<file path="config.mk">
export PLATFORM = sky130hd
export DESIGN_NAME = ps2_scancode_decoder
export DESIGN_NICKNAME = d
export VERILOG_FILES = /design/src/rtl/ps2_pkg.sv /design/src/rtl/ps2_event_fifo.sv /design/src/rtl/ps2_scancode_decoder.sv
export SDC_FILE = /design/constraint.sdc
export NUM_CORES = 1
export LEC_CHECK = 0
export BUFFER_PORTS_ARGS = -buffer_cell sky130_fd_sc_hd__buf_2
export CELL_PAD_IN_SITES_DETAIL_PLACEMENT = 1
export CELL_PAD_IN_SITES_GLOBAL_PLACEMENT = 2
export CORE_UTILIZATION = 39
export CTS_BUF_LIST = sky130_fd_sc_hd__clkbuf_4 sky130_fd_sc_hd__clkbuf_8
export CTS_CLUSTER_SIZE = 40
export DETAILED_ROUTE_END_ITERATION = 8
export HOLD_SLACK_MARGIN = 0.03
export PLACE_DENSITY = 0.8
export SLEW_MARGIN = 20
export SYNTH_ARGS = -nofsm -noshare
export SYNTH_HDL_FRONTEND = slang
export SYNTH_SLANG_ARGS = --single-unit
</file>
<file path="constraint.sdc">
create_clock -name app_clk -period 2.4 [get_ports app_clk]
set_input_delay 0.36 -clock app_clk [delete_from_list [all_inputs] [get_ports app_clk]]
set_output_delay 0.36 -clock app_clk [all_outputs]
set_load 0.005 [all_outputs]
</file>
<file path="src/rtl/ps2_pkg.sv">
// Shared definitions for the PS/2 scan code decoder: Scan Code Set 2 prefix bytes,
// keyboard status-byte classification, decoder FSM states and the key event record.
package ps2_pkg;

  localparam logic [7:0] PS2_EXT   = 8'hE0;
  localparam logic [7:0] PS2_BRK   = 8'hF0;
  localparam logic [7:0] PS2_PAUSE = 8'hE1;

  // Bytes that follow E1 in the Pause sequence (E1 14 77 E1 F0 14 F0 77).
  localparam logic [2:0] PS2_PAUSE_TAIL = 3'd7;

  typedef enum logic [2:0] {
    StIdle,
    StExt,
    StBrk,
    StExtBrk,
    StSkip
  } ps2_state_e;

  typedef struct packed {
    logic       ext;
    logic       brk;
    logic [7:0] code;
  } ps2_event_t;

  // Keyboard replies (BAT ok, ACK, echo, resend, buffer errors) that carry no key.
  function automatic logic ps2_is_status(input logic [7:0] b);
    logic res;
    case (b)
      8'hAA, 8'hFA, 8'hEE, 8'hFE, 8'h00, 8'hFF: res = 1'b1;
      default:                                 res = 1'b0;
    endcase
    return res;
  endfunction

endpackage

</file>
<file path="src/rtl/ps2_event_fifo.sv">
// Synchronous show-ahead FIFO for decoded key events.
// Ports:
//   clk_i, rst_ni       clock, asynchronous active-low reset
//   push_i, wdata_i     write request and data; accepted if not full or popping
//   pop_i               read request; ignored when empty
//   rdata_o             head entry, valid while empty_o is low
//   full_o, empty_o     occupancy flags
module ps2_event_fifo #(
  parameter int unsigned Width = 10,
  parameter int unsigned Depth = 4
) (
  input  logic             clk_i,
  input  logic             rst_ni,
  input  logic             push_i,
  input  logic [Width-1:0] wdata_i,
  input  logic             pop_i,
  output logic [Width-1:0] rdata_o,
  output logic             full_o,
  output logic             empty_o
);

  localparam int unsigned AddrW = $clog2(Depth);

  // Extra MSB distinguishes full from empty when the address bits match.
  logic [AddrW:0]   wptr_q, wptr_d;
  logic [AddrW:0]   rptr_q, rptr_d;
  logic [Width-1:0] mem_q [Depth];
  logic             do_push, do_pop;

  assign empty_o = (wptr_q == rptr_q);
  assign full_o  = (wptr_q[AddrW] != rptr_q[AddrW]) &&
                   (wptr_q[AddrW-1:0] == rptr_q[AddrW-1:0]);
  assign rdata_o = mem_q[rptr_q[AddrW-1:0]];

  always_comb begin
    do_pop  = pop_i & ~empty_o;
    // A pop in the same cycle frees the slot, so a push at full is still taken.
    do_push = push_i & (~full_o | do_pop);
    wptr_d  = do_push ? wptr_q + 1'b1 : wptr_q;
    rptr_d  = do_pop  ? rptr_q + 1'b1 : rptr_q;
  end

  always_ff @(posedge clk_i or negedge rst_ni) begin
    if (!rst_ni) begin
      wptr_q <= '0;
      rptr_q <= '0;
      for (int i = 0; i < Depth; i++) mem_q[i] <= '0;
    end else begin
      wptr_q <= wptr_d;
      rptr_q <= rptr_d;
      if (do_push) mem_q[wptr_q[AddrW-1:0]] <= wdata_i;
    end
  end

endmodule

</file>
<file path="src/rtl/ps2_scancode_decoder.sv">
// Folds the raw PS/2 Scan Code Set 2 byte stream into one event per key
// {ext, brk, code}, drops the Pause sequence and status bytes, and queues events
// for a valid/ready consumer.
// Ports:
//   app_clk, app_arst_n          clock, asynchronous active-low reset
//   byte_ena, byte_in            received byte strobe and value
//   key_valid, key_ready         event handshake
//   key_code, key_ext, key_break head event fields
//   overflow, overflow_clr       sticky drop flag and its synchronous clear
module ps2_scancode_decoder
  import ps2_pkg::*;
#(
  parameter int unsigned FIFO_DEPTH     = 4,
  parameter int unsigned TIMEOUT_CYCLES = 1_000_000
) (
  input  logic       app_clk,
  input  logic       app_arst_n,
  input  logic       byte_ena,
  input  logic [7:0] byte_in,
  output logic       key_valid,
  input  logic       key_ready,
  output logic [7:0] key_code,
  output logic       key_ext,
  output logic       key_break,
  output logic       overflow,
  input  logic       overflow_clr
);

  localparam int unsigned CntW = (TIMEOUT_CYCLES > 1) ? $clog2(TIMEOUT_CYCLES) : 1;
  localparam logic [CntW-1:0] CntMax = CntW'(TIMEOUT_CYCLES - 1);

  ps2_state_e    state_q, state_d;
  logic [CntW-1:0] cnt_q, cnt_d;
  logic [2:0]    skip_q, skip_d;
  logic          overflow_q, overflow_d;
  logic          push;
  ps2_event_t    push_evt, head;
  logic          fifo_full, fifo_empty;
  logic          timeout;

  always_comb begin
    state_d  = state_q;
    skip_d   = skip_q;
    push     = 1'b0;
    push_evt = '{ext: 1'b0, brk: 1'b0, code: byte_in};

    // Idle-time counter: cleared by any byte, saturates at the timeout value.
    if (byte_ena)           cnt_d = '0;
    else if (cnt_q != CntMax) cnt_d = cnt_q + 1'b1;
    else                    cnt_d = cnt_q;

    timeout = (state_q != StIdle) && !byte_ena && (cnt_q == CntMax);

    if (byte_ena) begin
      unique case (state_q)
        StIdle: begin
          if (byte_in == PS2_EXT) begin
            state_d = StExt;
          end else if (byte_in == PS2_BRK) begin
            state_d = StBrk;
          end else if (byte_in == PS2_PAUSE) begin
            state_d = StSkip;
            skip_d  = PS2_PAUSE_TAIL;
          end else if (!ps2_is_status(byte_in)) begin
            push = 1'b1;
          end
        end
        StExt: begin
          if (byte_in == PS2_BRK) begin
            state_d = StExtBrk;
          end else if (byte_in != PS2_EXT) begin
            push         = 1'b1;
            push_evt.ext = 1'b1;
            state_d      = StIdle;
          end
        end
        StBrk: begin
          if (byte_in != PS2_BRK) begin
            push         = 1'b1;
            push_evt.brk = 1'b1;
            state_d      = StIdle;
          end
        end
        StExtBrk: begin
          if (byte_in != PS2_BRK) begin
            push         = 1'b1;
            push_evt.ext = 1'b1;
            push_evt.brk = 1'b1;
            state_d      = StIdle;
          end
        end
        StSkip: begin
          skip_d = skip_q - 1'b1;
          if (skip_q == 3'd1) state_d = StIdle;
        end
        default: state_d = StIdle;
      endcase
    end else if (timeout) begin
      state_d = StIdle;
      skip_d  = '0;
    end

    // A pop frees a slot in the same cycle, so only an un-popped push at full drops.
    overflow_d = (push & fifo_full & ~key_ready) | (overflow_q & ~overflow_clr);
  end

  always_ff @(posedge app_clk or negedge app_arst_n) begin
    if (!app_arst_n) begin
      state_q    <= StIdle;
      cnt_q      <= '0;
      skip_q     <= '0;
      overflow_q <= 1'b0;
    end else begin
      state_q    <= state_d;
      cnt_q      <= cnt_d;
      skip_q     <= skip_d;
      overflow_q <= overflow_d;
    end
  end

  ps2_event_fifo #(
    .Width($bits(ps2_event_t)),
    .Depth(FIFO_DEPTH)
  ) u_fifo (
    .clk_i  (app_clk),
    .rst_ni (app_arst_n),
    .push_i (push),
    .wdata_i(push_evt),
    .pop_i  (key_ready),
    .rdata_o(head),
    .full_o (fifo_full),
    .empty_o(fifo_empty)
  );

  assign key_valid = ~fifo_empty;
  assign key_code  = head.code;
  assign key_ext   = head.ext;
  assign key_break = head.brk;
  assign overflow  = overflow_q;

endmodule

</file>
After elaboration in Yosys (flattened, before gate mapping) --
Cells that the tools add are included. W data, S select, Z words.
Storage, ports and cells: input port bits 13, output and inout bits 12, logic and storage cells 114, bits in registers 73
Cells by class: equality and inequality tests 28, reductions and logical operators 14, order comparisons 3, add/sub/neg operators 4, bitwise gates (word level) 13, muxes and demuxes 42
Operators by type and width (count):
- $eq A8 B8 Y1 const B | 8
- $bwmux W40 | 1
- $mux W20 | 2
- $mux W3 | 13
- $mux W10 | 3
- $add A20 B1 Y20 const B | 1
- $bmux W10 S2 | 1
- $demux W10 S2 | 1
- $eq A20 B20 Y1 const B | 1
- $ne A20 B20 Y1 const B | 1
- $ne A8 B8 Y1 const B | 2
- $mux W1 | 14
- $ne A3 B3 Y1 const B | 4
- $pmux W3 S4 | 1
- $reduce_and A5 Y1 | 2
- $logic_not A8 Y1 | 1
- $add A3 B1 Y3 const B | 2
- $eq A3 B1 Y1 const B | 2
- $eq A3 B2 Y1 const B | 2
- $ge A3 B3 Y1 const B | 2
- $not A2 Y3 | 2
- $pmux W3 S2 | 1
- $reduce_or A6 Y1 | 1
- $and A1 B1 Y1 | 5
- other kinds (21) | 31

Longest topological paths before layout --
depth after elaboration 17, mapped depth 7, depth with buffers taken out 6

Modules after synthesis --
A second synthesis with hierarchy kept.
Second synthesis, totals: cell total of the unflattened synthesis 319, area total of the unflattened synthesis 3882.5 um^2
By module, submodules not included:
- ps2_event_fifo | times used 1, cells an instance 137, area each 2229.6 um^2
- ps2_scancode_decoder | times used 1, cells an instance 182, area each 1652.8 um^2

Worst setup path before layout --
OpenSTA, ideal clock, no wires.
path kind flip-flop to flip-flop, from register cnt_q[15], to register skip_q[0], cell stages (with the launch flop) 7, buffers on the path 1, data arrival time 2419 ps, setup slack -147 ps, data required time 2272 ps, cell sequence dfrtp_1 > or4b_1 > or4_4 > or2_0 > buf_6 > a221oi_4 > mux2_1
Between the ends: word-level cells in the longest chain between the ends 4
RTL lines:
- start, declared | RTL line ps2_scancode_decoder.sv:33 | logic [CntW-1:0] cnt_q, cnt_d;
- start signal, assigned | RTL line ps2_scancode_decoder.sv:115 | cnt_q <= cnt_d;
- $eq A20 B20 Y1 | RTL line ps2_scancode_decoder.sv:52 | timeout = (state_q != StIdle) && !byte_ena && (cnt_q == CntMax);
- $logic_and A1 B1 Y1 | RTL line ps2_scancode_decoder.sv:52
- $reduce_bool A2 Y1 (no source line)
- $reduce_and A5 Y1 (no source line)
- end signal, assigned | RTL line ps2_scancode_decoder.sv:116 | skip_q <= skip_d;
- end, declared | RTL line ps2_scancode_decoder.sv:34 | logic [2:0] skip_q, skip_d;
No other way between the ends. A chain may end at the register's enable or synchronous reset.

Worst setup path after layout --
from register cnt_q[13], to register skip_q[1]
The elaborated chain is that of the path after synthesis.

==> flow_metrics.tcl <==
set metrics [dict create \
    hpwl_mm 6.09 \
    slew_headroom_pct 50.9 \
    p_leak_nw 1.99 \
    drtIter0Drc 59 \
    clock_latency_ns 0.36 \
    dp_cells 492 \
    syn_area_per_cell_um2 11.7 \
    numPortBuffers 24 \
    core-area_um2 9240 \
    critPathKind "register to register" \
    clockRootBuffer "clkbuf_8" \
    dieArea_um2 9940 \
    start_util_pct 40.3 \
    hold_viol_final 0 \
    finalWorstSetupSlack_ns -0.0912 \
    via_count 2687 \
    synth_nets 338 \
    max_freq_mhz 401 \
    worstPathArrival_ns 2.73 \
    layout.nets 400 \
    ys_warn_count 0 \
    yosysTopAreaCell "dfrtp_1" \
    pre_cts_slack_ns -0.143 \
    rsz0062_at_grt "yes" \
    io_pins 25 \
    yosysTopAreaCellShare_pct 49.1 \
    final.period_utilization_pct 104 \
    ys_types 51 \
    dpl-instance-area_um2 4250 \
    p_per_area_nw_per_um2 1060 \
    setup-tns-final_ns -0.210 \
    fin_util_pct 48.7 \
    grt_pass1_wl_mm 14.6 \
    netlist_instances 317 \
    gp_congestion 0.754 \
    fin_area_um2 4500 \
    vias_per_cell 5.24 \
    cp_max_fo 3 \
    yosys-top-cells-count "dfrtp_1 (73), mux2_2 (36), nor2_1 (23)" \
    drv_slew 0 \
    ir_drop_v 0.000495 \
    synthArstFlopShare_pct 100 \
    seq_area_frac_synth_pct 49.1 \
    grt_usage_pct 19.3 \
    final_layout_size_suffix_gt1_share_pct 35.9 \
    cp-start-kind "register" \
    ys_ff_latch 73 \
    synthFlopType "dfrtp_1" \
    wl_per_cell_um 16.8 \
    violations "negative setup slack" \
    synth_most_common_cell "dfrtp_1" \
    grt_overflow_total 0 \
    antenna_found_initial 0 \
    max_cap_violations 0 \
    grt_pass1_vias 2928 \
    status "finished with violations" \
    skew_ns 0.00857 \
    hold_path_class "primary input to asynchronous set/reset pin" \
    die_w_um 99.7 \
    rows 35 \
    synth_edf_count 0 \
    finalNonFillerCells 513 \
    tightest_slew_ns 0.737 \
    cts_tree "yes" \
    grt_max_degree 33 \
    wl_mm 8.64 \
    numCtsBuffers 9 \
    min_period_ns 2.49 \
    fp.dieH_um 99.7 \
    cts_max_level 3 \
    setup_violations 4 \
    synth_area_um2 3720 \
    first_pass_iters 5 \
    cts_buffer_depth 2 \
    syn2layout_area_growth_pct 20.9 \
    antenna_left 0 \
    clkSlewWorstSetupHoldPaths_ns 0.09 \
    worstPathRequired_ns 2.64 \
    netlist_top_cells_area "dfrtp_1 (49%), mux2_2 (11%), mux4_2 (6.1%)" \
    crit_path_end_kind "register" \
    cts.sinks 73 \
    drc 0 \
    antennaDiodeCount 0 \
]
## placed cells by master (no fill, tap or decap), types with 2 or more instances in the layout
master	synthesis	routed
dfrtp_1	73	73
mux2_2	36	36
buf_4	0	35
buf_2	1	24
nor2_1	23	23
nand2_1	21	21
inv_1	18	18
xor2_1	15	15
xnor2_1	10	10
mux4_2	10	10
nand3_1	9	9
clkbuf_8	0	9
nand4_1	8	8
ha_1	8	8
o21ai_0	7	7
nor4_1	6	6
o2bb2ai_1	6	6
nor3_1	5	5
a21oi_1	4	4
inv_6	0	4
and3_1	3	3
nor2b_1	3	3
a21oi_2	3	3
nor3b_1	3	3
buf_12	0	3
nand3b_1	2	2
or3_1	2	2
a31oi_1	2	2
or4_1	2	2
nand2b_1	2	2
or4b_1	2	2
mux2_4	0	2
o2111ai_1	2	2
## power breakdown
part | total [mW] | switching (mW) | internal (mW)
sequential | 1.92 | 0.263 | 1.66
clock | 1.03 | 0.527 | 0.502
combinational | 1.82 | 0.803 | 1.01
## worst max-delay path: stages, from the launching register on
cell      delay, ns
dfrtp_1        0.38
or4b_1         0.51
or4_4          0.53
or2_4          0.26
a221oi_4       0.37
mux2_4         0.33
## worst paths after layout
path | start | endpoint | slack (ns) | cells after the start
min | app_arst_n | u_fifo.wptr_q[2]$_DFFE_PN0P_ | 0.06 | 1
max | cnt_q[13]$_DFFE_PN0P_ | skip_q[1]$_DFFE_PN0P_ | -0.09 | 5
max in group asynchronous | app_arst_n | u_fifo.mem_q[36]$_DFFE_PN0P_ | 1.68 | 2
max reg2reg | cnt_q[13]$_DFFE_PN0P_ | skip_q[1]$_DFFE_PN0P_ | -0.09 | 5
min reg2reg | overflow$_DFF_PN0_ | overflow$_DFF_PN0_ | 0.48 | 1
min in group app_clk | overflow_clr | overflow$_DFF_PN0_ | 0.27 | 3
## area by class of cell
cell class | instances | area [um^2]
Clock buffer | 9 | 124
Clock inverter | 7 | 83.8
Fill cell | 1002 | 4740
Inverter | 18 | 67.6
Multi-Input combinational cell | 215 | 1790
Sequential cell | 73 | 1830
Tap cell | 129 | 161
Timing Repair Buffer | 62 | 443
## kinds of logic after synthesis
logic type | count (synthesis) | share of synthesized area [%]
simple gates | 98 | 13.8
flops | 73 | 49.1
mux | 49 | 17.8
compound gates | 35 | 7.56
buf+inv | 29 | 3.16
xor+xnor | 25 | 5.88
fa+ha+maj | 8 | 2.69
## layer usage
layer	up-vias	share of wire (%)	global-route usage, %
met3	11	2.2	4.29
met4	0	1.5	6.90
met2	32	53	34.2
met1	1372	44	23.0
li1	1272	-	-
met5	-	0	0
## flip-flops by register name, indices dropped and copies added (netlist names)
register       cells
skip_q             3
u_fifo.mem_q      40
overflow           1
cnt_q             20
u_fifo.rptr_q      3
u_fifo.wptr_q      3
state_q            3
## per-stage QoR
step | hold WS (ns) | power, mW
5_1_grt | 0.113 | 5.09
4_1_cts | 0.0791 | 4.85
6_report | 0.0623 | 4.76
3_5_place_dp | 0.465 | 3.75
3_3_place_gp | 0.457 | 3.65
2_1_floorplan | 0.0644 | 3.09
## timing repair
item / in CTS / in global routing
buffers inserted: 4 / 1
cloned: 0 / 0
hold buffers: 0 / 0
endpoints found under the setup margin: 4 / 6
pin swaps: 3 / 2
gates resized for setup: 3 / 0
Power figures use the tool's default switching activity.
